--- config.mk ---
export PLATFORM = sky130hd
export DESIGN_NAME = serial_mag_comparator
export DESIGN_NICKNAME = d
export VERILOG_FILES = /design/src/rtl/cmp_pkg.sv /design/src/rtl/serial_mag_comparator_chunk_compare.sv /design/src/rtl/serial_mag_comparator.sv
export SDC_FILE = /design/constraint.sdc
export NUM_CORES = 1
export LEC_CHECK = 0
export CAP_MARGIN = 0
export CORE_MARGIN = 2
export CORE_UTILIZATION = 50
export CTS_CLUSTER_SIZE = 16
export DETAILED_ROUTE_END_ITERATION = 8
export GPL_TIMING_DRIVEN = 1
export PLACE_DENSITY = 0.75
export REMOVE_ABC_BUFFERS = 1
export SETUP_SLACK_MARGIN = 0.02
export SLEW_MARGIN = 15
export SYNTH_ARGS = -nofsm -noshare
export SYNTH_HDL_FRONTEND = slang
export SYNTH_SLANG_ARGS = --single-unit
--- constraint.sdc ---
create_clock -name clk -period 5.9 [get_ports clk]
set_clock_uncertainty 0.15 [all_clocks]
set_input_delay 1.18 -clock clk [delete_from_list [all_inputs] [get_ports clk]]
set_output_delay 1.18 -clock clk [all_outputs]
set_load 0.03 [all_outputs]
--- src/rtl/cmp_pkg.sv ---
// cmp_pkg: shared types and constants for the serial magnitude comparator.
//   state_t       : controller states IDLE / RUN / DONE
//   RES_*         : one-hot {EQ, GT, LT} result encodings
//   cnt_w()       : chunk-counter width, never less than 1 bit
package cmp_pkg;
  typedef enum logic [1:0] {IDLE, RUN, DONE} state_t;
  localparam logic [2:0] RES_EQ = 3'b100;
  localparam logic [2:0] RES_GT = 3'b010;
  localparam logic [2:0] RES_LT = 3'b001;
  function automatic int cnt_w(input int chunks);
    return (chunks > 1) ? $clog2(chunks) : 1;
  endfunction
endpackage

--- src/rtl/serial_mag_comparator_chunk_compare.sv ---
// chunk_compare: combinational D-bit unsigned compare.
//   a, b : D-bit chunks
//   gt   : a > b
//   lt   : a < b   (equal when neither is set)
module chunk_compare #(
  parameter int D = 4
) (
  input  logic [D-1:0] a,
  input  logic [D-1:0] b,
  output logic         gt,
  output logic         lt
);
  assign gt = a > b;
  assign lt = a < b;
endmodule

--- src/rtl/serial_mag_comparator.sv ---
// serial_mag_comparator: MSB-first multi-cycle N-bit magnitude compare, D bits per cycle.
//   clk, rst     : clock, asynchronous active-high reset
//   start, SGN   : request a compare (sampled when not busy); 1 = two's-complement
//   A, B         : operands, captured with start
//   busy, done   : compare in progress; one-cycle result-valid pulse
//   EQ, GT, LT   : result flags, all 0 while busy
module serial_mag_comparator
  import cmp_pkg::*;
#(
  parameter int N = 16,
  parameter int D = 4
) (
  input  logic         clk,
  input  logic         rst,
  input  logic         start,
  input  logic         SGN,
  input  logic [N-1:0] A,
  input  logic [N-1:0] B,
  output logic         busy,
  output logic         done,
  output logic         EQ,
  output logic         GT,
  output logic         LT
);
  if (D < 1 || D > N || N % D != 0) begin : g_param_err
    $error("serial_mag_comparator: need 1 <= D <= N and N %% D == 0");
  end
  localparam int CHUNKS = N / D;
  localparam int CW = cnt_w(CHUNKS);
  localparam logic [N-1:0] MSB = N'(1) << (N - 1);
  state_t state_q, state_d;
  logic [N-1:0] a_q, a_d, b_q, b_d;
  logic [CW-1:0] cnt_q, cnt_d;
  logic [2:0] res_q, res_d;
  logic done_q, done_d;
  logic c_gt, c_lt;
  chunk_compare #(.D(D)) u_chunk (
    .a (a_q[N-1 -: D]),
    .b (b_q[N-1 -: D]),
    .gt(c_gt),
    .lt(c_lt)
  );
  // Signed mode flips the sign bits (offset binary) so the datapath stays unsigned.
  always_comb begin
    state_d = state_q;
    a_d = a_q;
    b_d = b_q;
    cnt_d = cnt_q;
    res_d = res_q;
    done_d = 1'b0;
    if (state_q == RUN) begin
      if (c_gt || c_lt || cnt_q == '0) begin
        res_d = c_gt ? RES_GT : c_lt ? RES_LT : RES_EQ;
        done_d = 1'b1;
        state_d = DONE;
      end else begin
        a_d = a_q << D;
        b_d = b_q << D;
        cnt_d = cnt_q - 1'b1;
      end
    end else if (start) begin
      a_d = SGN ? A ^ MSB : A;
      b_d = SGN ? B ^ MSB : B;
      cnt_d = CW'(CHUNKS - 1);
      res_d = '0;
      state_d = RUN;
    end
  end
  always_ff @(posedge clk or posedge rst) begin
    if (rst) begin
      state_q <= IDLE;
      a_q <= '0;
      b_q <= '0;
      cnt_q <= '0;
      res_q <= '0;
      done_q <= 1'b0;
    end else begin
      state_q <= state_d;
      a_q <= a_d;
      b_q <= b_d;
      cnt_q <= cnt_d;
      res_q <= res_d;
      done_q <= done_d;
    end
  end
  assign busy = state_q == RUN;
  assign done = done_q;
  assign {EQ, GT, LT} = res_q;
endmodule

; Yosys cells after proc, flatten, opt, wreduce, memory -nomap -nowiden
; Cells that the tools add are included.
[op_classes]
bitwise_logic = 2
mux = 21
n_reduce_logical = 6
add_sub_neg = 1
eq_ne = 3
magnitude_cmp = 2
[ops]
columns = cell, n
row1 = 2-to-1 mux 16 bit, 8
row2 = 2-to-1 mux 3 bit, 5
row3 = 2-to-1 mux 2 bit, 6
row4 = greater-than comparator 4 bit, 1
row5 = < comparator 4 bit, 1
row6 = AND reduction 2 bit, 2
row7 = "== test 2 x 1 -> 1 bit, second input constant", 1
row8 = zero test 2 bit, 1
row9 = logical OR 1 bit, 2
row10 = 2-to-1 mux 1 bit, 2
row11 = "!= test 2 x 1 -> 1 bit, second input constant", 1
row12 = "!= test 2 bit, second input constant", 1
row13 = inverter 1 bit, 2
row14 = nonzero test 2 bit, 1
row15 = "subtractor 2 x 1 -> 2 bit, second input constant", 1
[totals]
reg_bits = 40
input_bits = 36
output_inout_bits = 5

; Logic depth before layout (Yosys ltp)
[logic_depth]
ltp_word = 5
ltp_mapped = 7
ltp_nobuf = 6

; Hierarchy
; A second synthesis with hierarchy kept.
[hier_totals]
hier_cells = 167
hier_area_um2 = 1968.1
[modules_own_cells]
columns = mod, cells_per_inst, n_inst, seq_area_each_um2, area_per_inst_um2
row1 = serial_mag_comparator, 152, 1, 1001.0, 1854.3
row2 = chunk_compare, 15, 1, 0.0, 113.9

; Worst setup path before layout
; No wires, ideal clock.
[synth_timing]
path_kind = reg-to-output
startpoint = register state_q[1]
endpoint = output port busy
path_stages_with_launch = 3
path_slack_ns = 3.750
arrival_ns = 0.820
cell_sequence = dfrtp_1 nand2b_1 inv_1
[synth_between]
elab_chain_len = 1
[synth_lines]
columns = element, line_no
row1 = "start, declared", serial_mag_comparator.sv:31  ; state_t state_q, state_d;
row2 = "start signal, assigned", serial_mag_comparator.sv:78  ; state_q <= state_d;
row3 = == test 2 x 1 -> 1 bit, serial_mag_comparator.sv:86  ; assign busy = state_q == RUN;
row4 = "end, declared", serial_mag_comparator.sv:19  ; output logic busy,
; Every way passes these cells.

; Worst setup path in the final report
; Same ends and word-level chain as after synthesis.

==> summary.md <==
| Metric | Value |
|---|---|
| Routed WL | `roughly 3.7 mm` |
| Adder-cell area share of the yosys netlist | `0.0335` |
| Initial antenna violation count | `0` |
| Postcts setup bufs | `0` |
| Vias | `around 1,500` |
| DRC Markers | `0` |
| Boundary Pins | `41` |
| Leak pwr | `~1.0 nW` |
| Status | `finished, final reports clean` |
| # rows | `22` |
| Final period util | `0.524` |
| CTS tree | `built` |
| Fill count | `slightly above 300` |
| Non-filler cells, final | `279` |
| Crit end category | `primary output` |
| Worst hold path type | `reg -> reg` |
| Die Y | `around 65 um` |
| Area delta synth->final | `26.3%` |
| First-pass GRT wire length | `6.40 mm` |
| Total die area | `about 4200 um^2` |
| Worst-Skew Late Latency | `0.29 ns` |
| # clock sinks | `40` |
| Pwr dens | `482 nW/um^2` |
| Number of global-route vias before repair | `~1,400` |
| Syn. warnings | `0` |
| Hold_buf cts | `0` |
| IO Port Bufs | `40` |
| Setup TNS | `0 ns` |
| Distinct cells, synth | `33` |
| Initial core utilization | `0.514` |
| Core ar. | `around 3600 um^2` |
| Clk slew on worst S/H paths | `~0.070 ns` |
| Setup-failing EPs final | `0` |
| Final Wtd Congestion | `0.765` |
| Worst-margin pin slew | `1.01 ns` |
| N_diodes | `0` |
| Type of origin of the critical path | `register` |
| CP Class | `reg -> out` |
| Largest net degree at the start of global routing | `41` |
| Sequential area share after synthesis | `0.536` |
| Final hold vios | `0` |
| Post-synthesis simple-gate area fraction | `0.220` |
| RSZ-0062 raised after global routing | `false` |
| CP required | `about 4.6 ns` |
| H-tree Lvls | `2` |
| VDD IR-drop max | `~0.19 mV` |
| Cts repair resizes | `0` |
| GRT Residual Overflow | `0` |
| Max-slew violations | `0` |
| Drt wl/cell | `13.3 um` |
| Synthesized area | `~1900 um^2` |
| Fmax achieved | `~0.32 GHz` |
| Synth Area in Compound Gates | `0.143` |
| Max-cap violations | `0` |
| Critical path arrival | `1.76 ns` |
| Nets | `271` |
| Inserted Clock Buffers | `5` |
| Min Tclk post-route | `roughly 3.1 ns` |
| Hold slack | `0.323 ns` |
| Most frequent cells in the layout | `40 x dfrtp_1, 40 x clkdlybuf4s50_1, 26 x nor2_1` |
| Critical-path maximum fanout | `6` |
| Die width | `approximately 65 um` |
| Placed Cells incl. Taps | `271` |
| Multiplexer share of the synthesized area | `0` |
| Main combinational cell family by area after synthesis | `simple AND/OR/NAND/NOR gates` |
| DRT Pass-1 Iters | `4` |
| CTS Buffer Depth | `2` |
| Register bit total from synthesis | `40` |
| Mean Syn Cell Area | `9.78 um^2` |
| Gate Count Post-Synth | `roughly 190` |
| Dpl hpwl | `2.48 mm` |
| XOR/XNOR Fraction of Synth Area | `0.00938` |
| Ratio of cells with drive above 1 in the final layout | `0.143` |
| Normalized max-slew margin | `0.322` |
| DRT iter0 DRCs | `53` |
| Post-DRT Antenna Nets | `0` |
| Avg Vias per Cell | `~5.3` |
| CTS root buffer | `clkbuf_8` |
| GRT Overall Usage | `0.198` |
## cell families after synthesis
logic type	after synthesis
AND/OR/NAND/NOR	82
AO/OA/AOI/OAI	42
flip-flops	40
buffers and inverters	20
adder cells (fa/ha/maj)	5
XOR/XNOR	2
## path summary, 6_finish.rpt
| check | start | to | slack (ns) | cells after the start |
|---|---|---|---|---|
| worst max-delay path | state_q[1] | busy | 2.81 | 3 |
| worst min register to register | cnt_q[0] | cnt_q[0] | 0.32 | 1 |
| worst min-delay path | cnt_q[0] | cnt_q[0] | 0.32 | 1 |
| max in group asynchronous | rst | b_q[9] | 4.10 | 3 |
| min in group asynchronous | rst | a_q[6] | 1.16 | 3 |
| worst max register to register | cnt_q[0] | b_q[10] | 3.47 | 6 |
## power breakdown
group	leakage (nW)	internal [mW]	switching [mW]	total [mW]
Combinational	0.523	0.201	0.270	0.471
Sequential	0.460	0.405	0.0782	0.483
Clock	0.0455	0.0953	0.0880	0.183
## through the flow
stage / worst slack, ns / power, mW / area (um^2) / utilization
final: 2.81 / 1.14 / 2360 / 0.649
after global routing: 2.73 / 1.23 / 2360 / 0.649
after CTS: 2.80 / 1.15 / 2360 / 0.649
after detailed placement: 2.75 / 0.960 / 2270 / 0.624
after global placement: 2.80 / 0.934 / 2270 / 0.624
after floorplan: 3.58 / 0.821 / 1800 / -
## synthesized netlist by cell type
| cell type | number | share of area |
|---|---|---|
| dfrtp_1 | 40 | 0.54 |
| nor2_1 | 26 | 0.052 |
| o22ai_1 | 22 | 0.074 |
| nand2_1 | 19 | 0.038 |
| nor2_2 | 19 | 0.064 |
| inv_1 | 11 | 0.022 |
| nand3_1 | 8 | 0.021 |
| o21ai_0 | 7 | 0.019 |
| a21oi_1 | 5 | 0.013 |
| ha_1 | 5 | 0.033 |
| buf_2 | 3 | 0.0080 |
| buf_6 | 3 | 0.018 |
| buf_4 | 2 | 0.0080 |
| nand2b_1 | 2 | 0.0067 |
| a221o_1 | 1 | 0.0054 |
| a22oi_1 | 1 | 0.0040 |
| a31o_2 | 1 | 0.0047 |
| a32o_2 | 1 | 0.0060 |
| and2_1 | 1 | 0.0034 |
| and3_4 | 1 | 0.0060 |
| and4_2 | 1 | 0.0054 |
| clkbuf_1 | 1 | 0.0020 |
| nand3_2 | 1 | 0.0054 |
| nand4_1 | 1 | 0.0034 |
| nor3_1 | 1 | 0.0027 |
| nor3b_1 | 1 | 0.0040 |
| o2111ai_1 | 1 | 0.0047 |
| o211ai_1 | 1 | 0.0040 |
| o21ai_2 | 1 | 0.0047 |
| o31ai_1 | 1 | 0.0040 |
| or4b_4 | 1 | 0.0074 |
| xnor2_1 | 1 | 0.0047 |
| xor2_1 | 1 | 0.0047 |
## flip-flops by register name (all words and copies together) (netlist names)
signal   flops
done         1
state_q      2
res_q        3
a_q         16
cnt_q        2
b_q         16
## layout make-up
cell class                 count  area (um^2)  area share
sequential                    40         1000       0.424
multi-input combinational    131          758       0.321
timing repair buffer          41          408       0.173
clock buffer                   8         90.1      0.0382
tap                           48         60.1      0.0255
inverter                      11         41.3      0.0175
## metal layers
| layer | GRT usage | share of wire | vias up | wire (um) |
|---|---|---|---|---|
| met2 | 0.339 | 0.50 | 35 | 1860 |
| met3 | 0.0514 | 0.042 | 6 | 156 |
| met1 | 0.246 | 0.44 | 718 | 1640 |
| met5 | 0 | 0 | - | 0 |
| li1 | - | - | 733 | - |
| met4 | 0.0625 | 0.012 | 0 | 45 |
## critical path, cell delays in order, from the launching register on
cell             delay (ns)
dfrtp_1                0.40
nand2b_1               0.24
inv_1                  0.16
clkdlybuf4s50_1        0.68
Note: power is estimated with default switching activity, not from simulation.
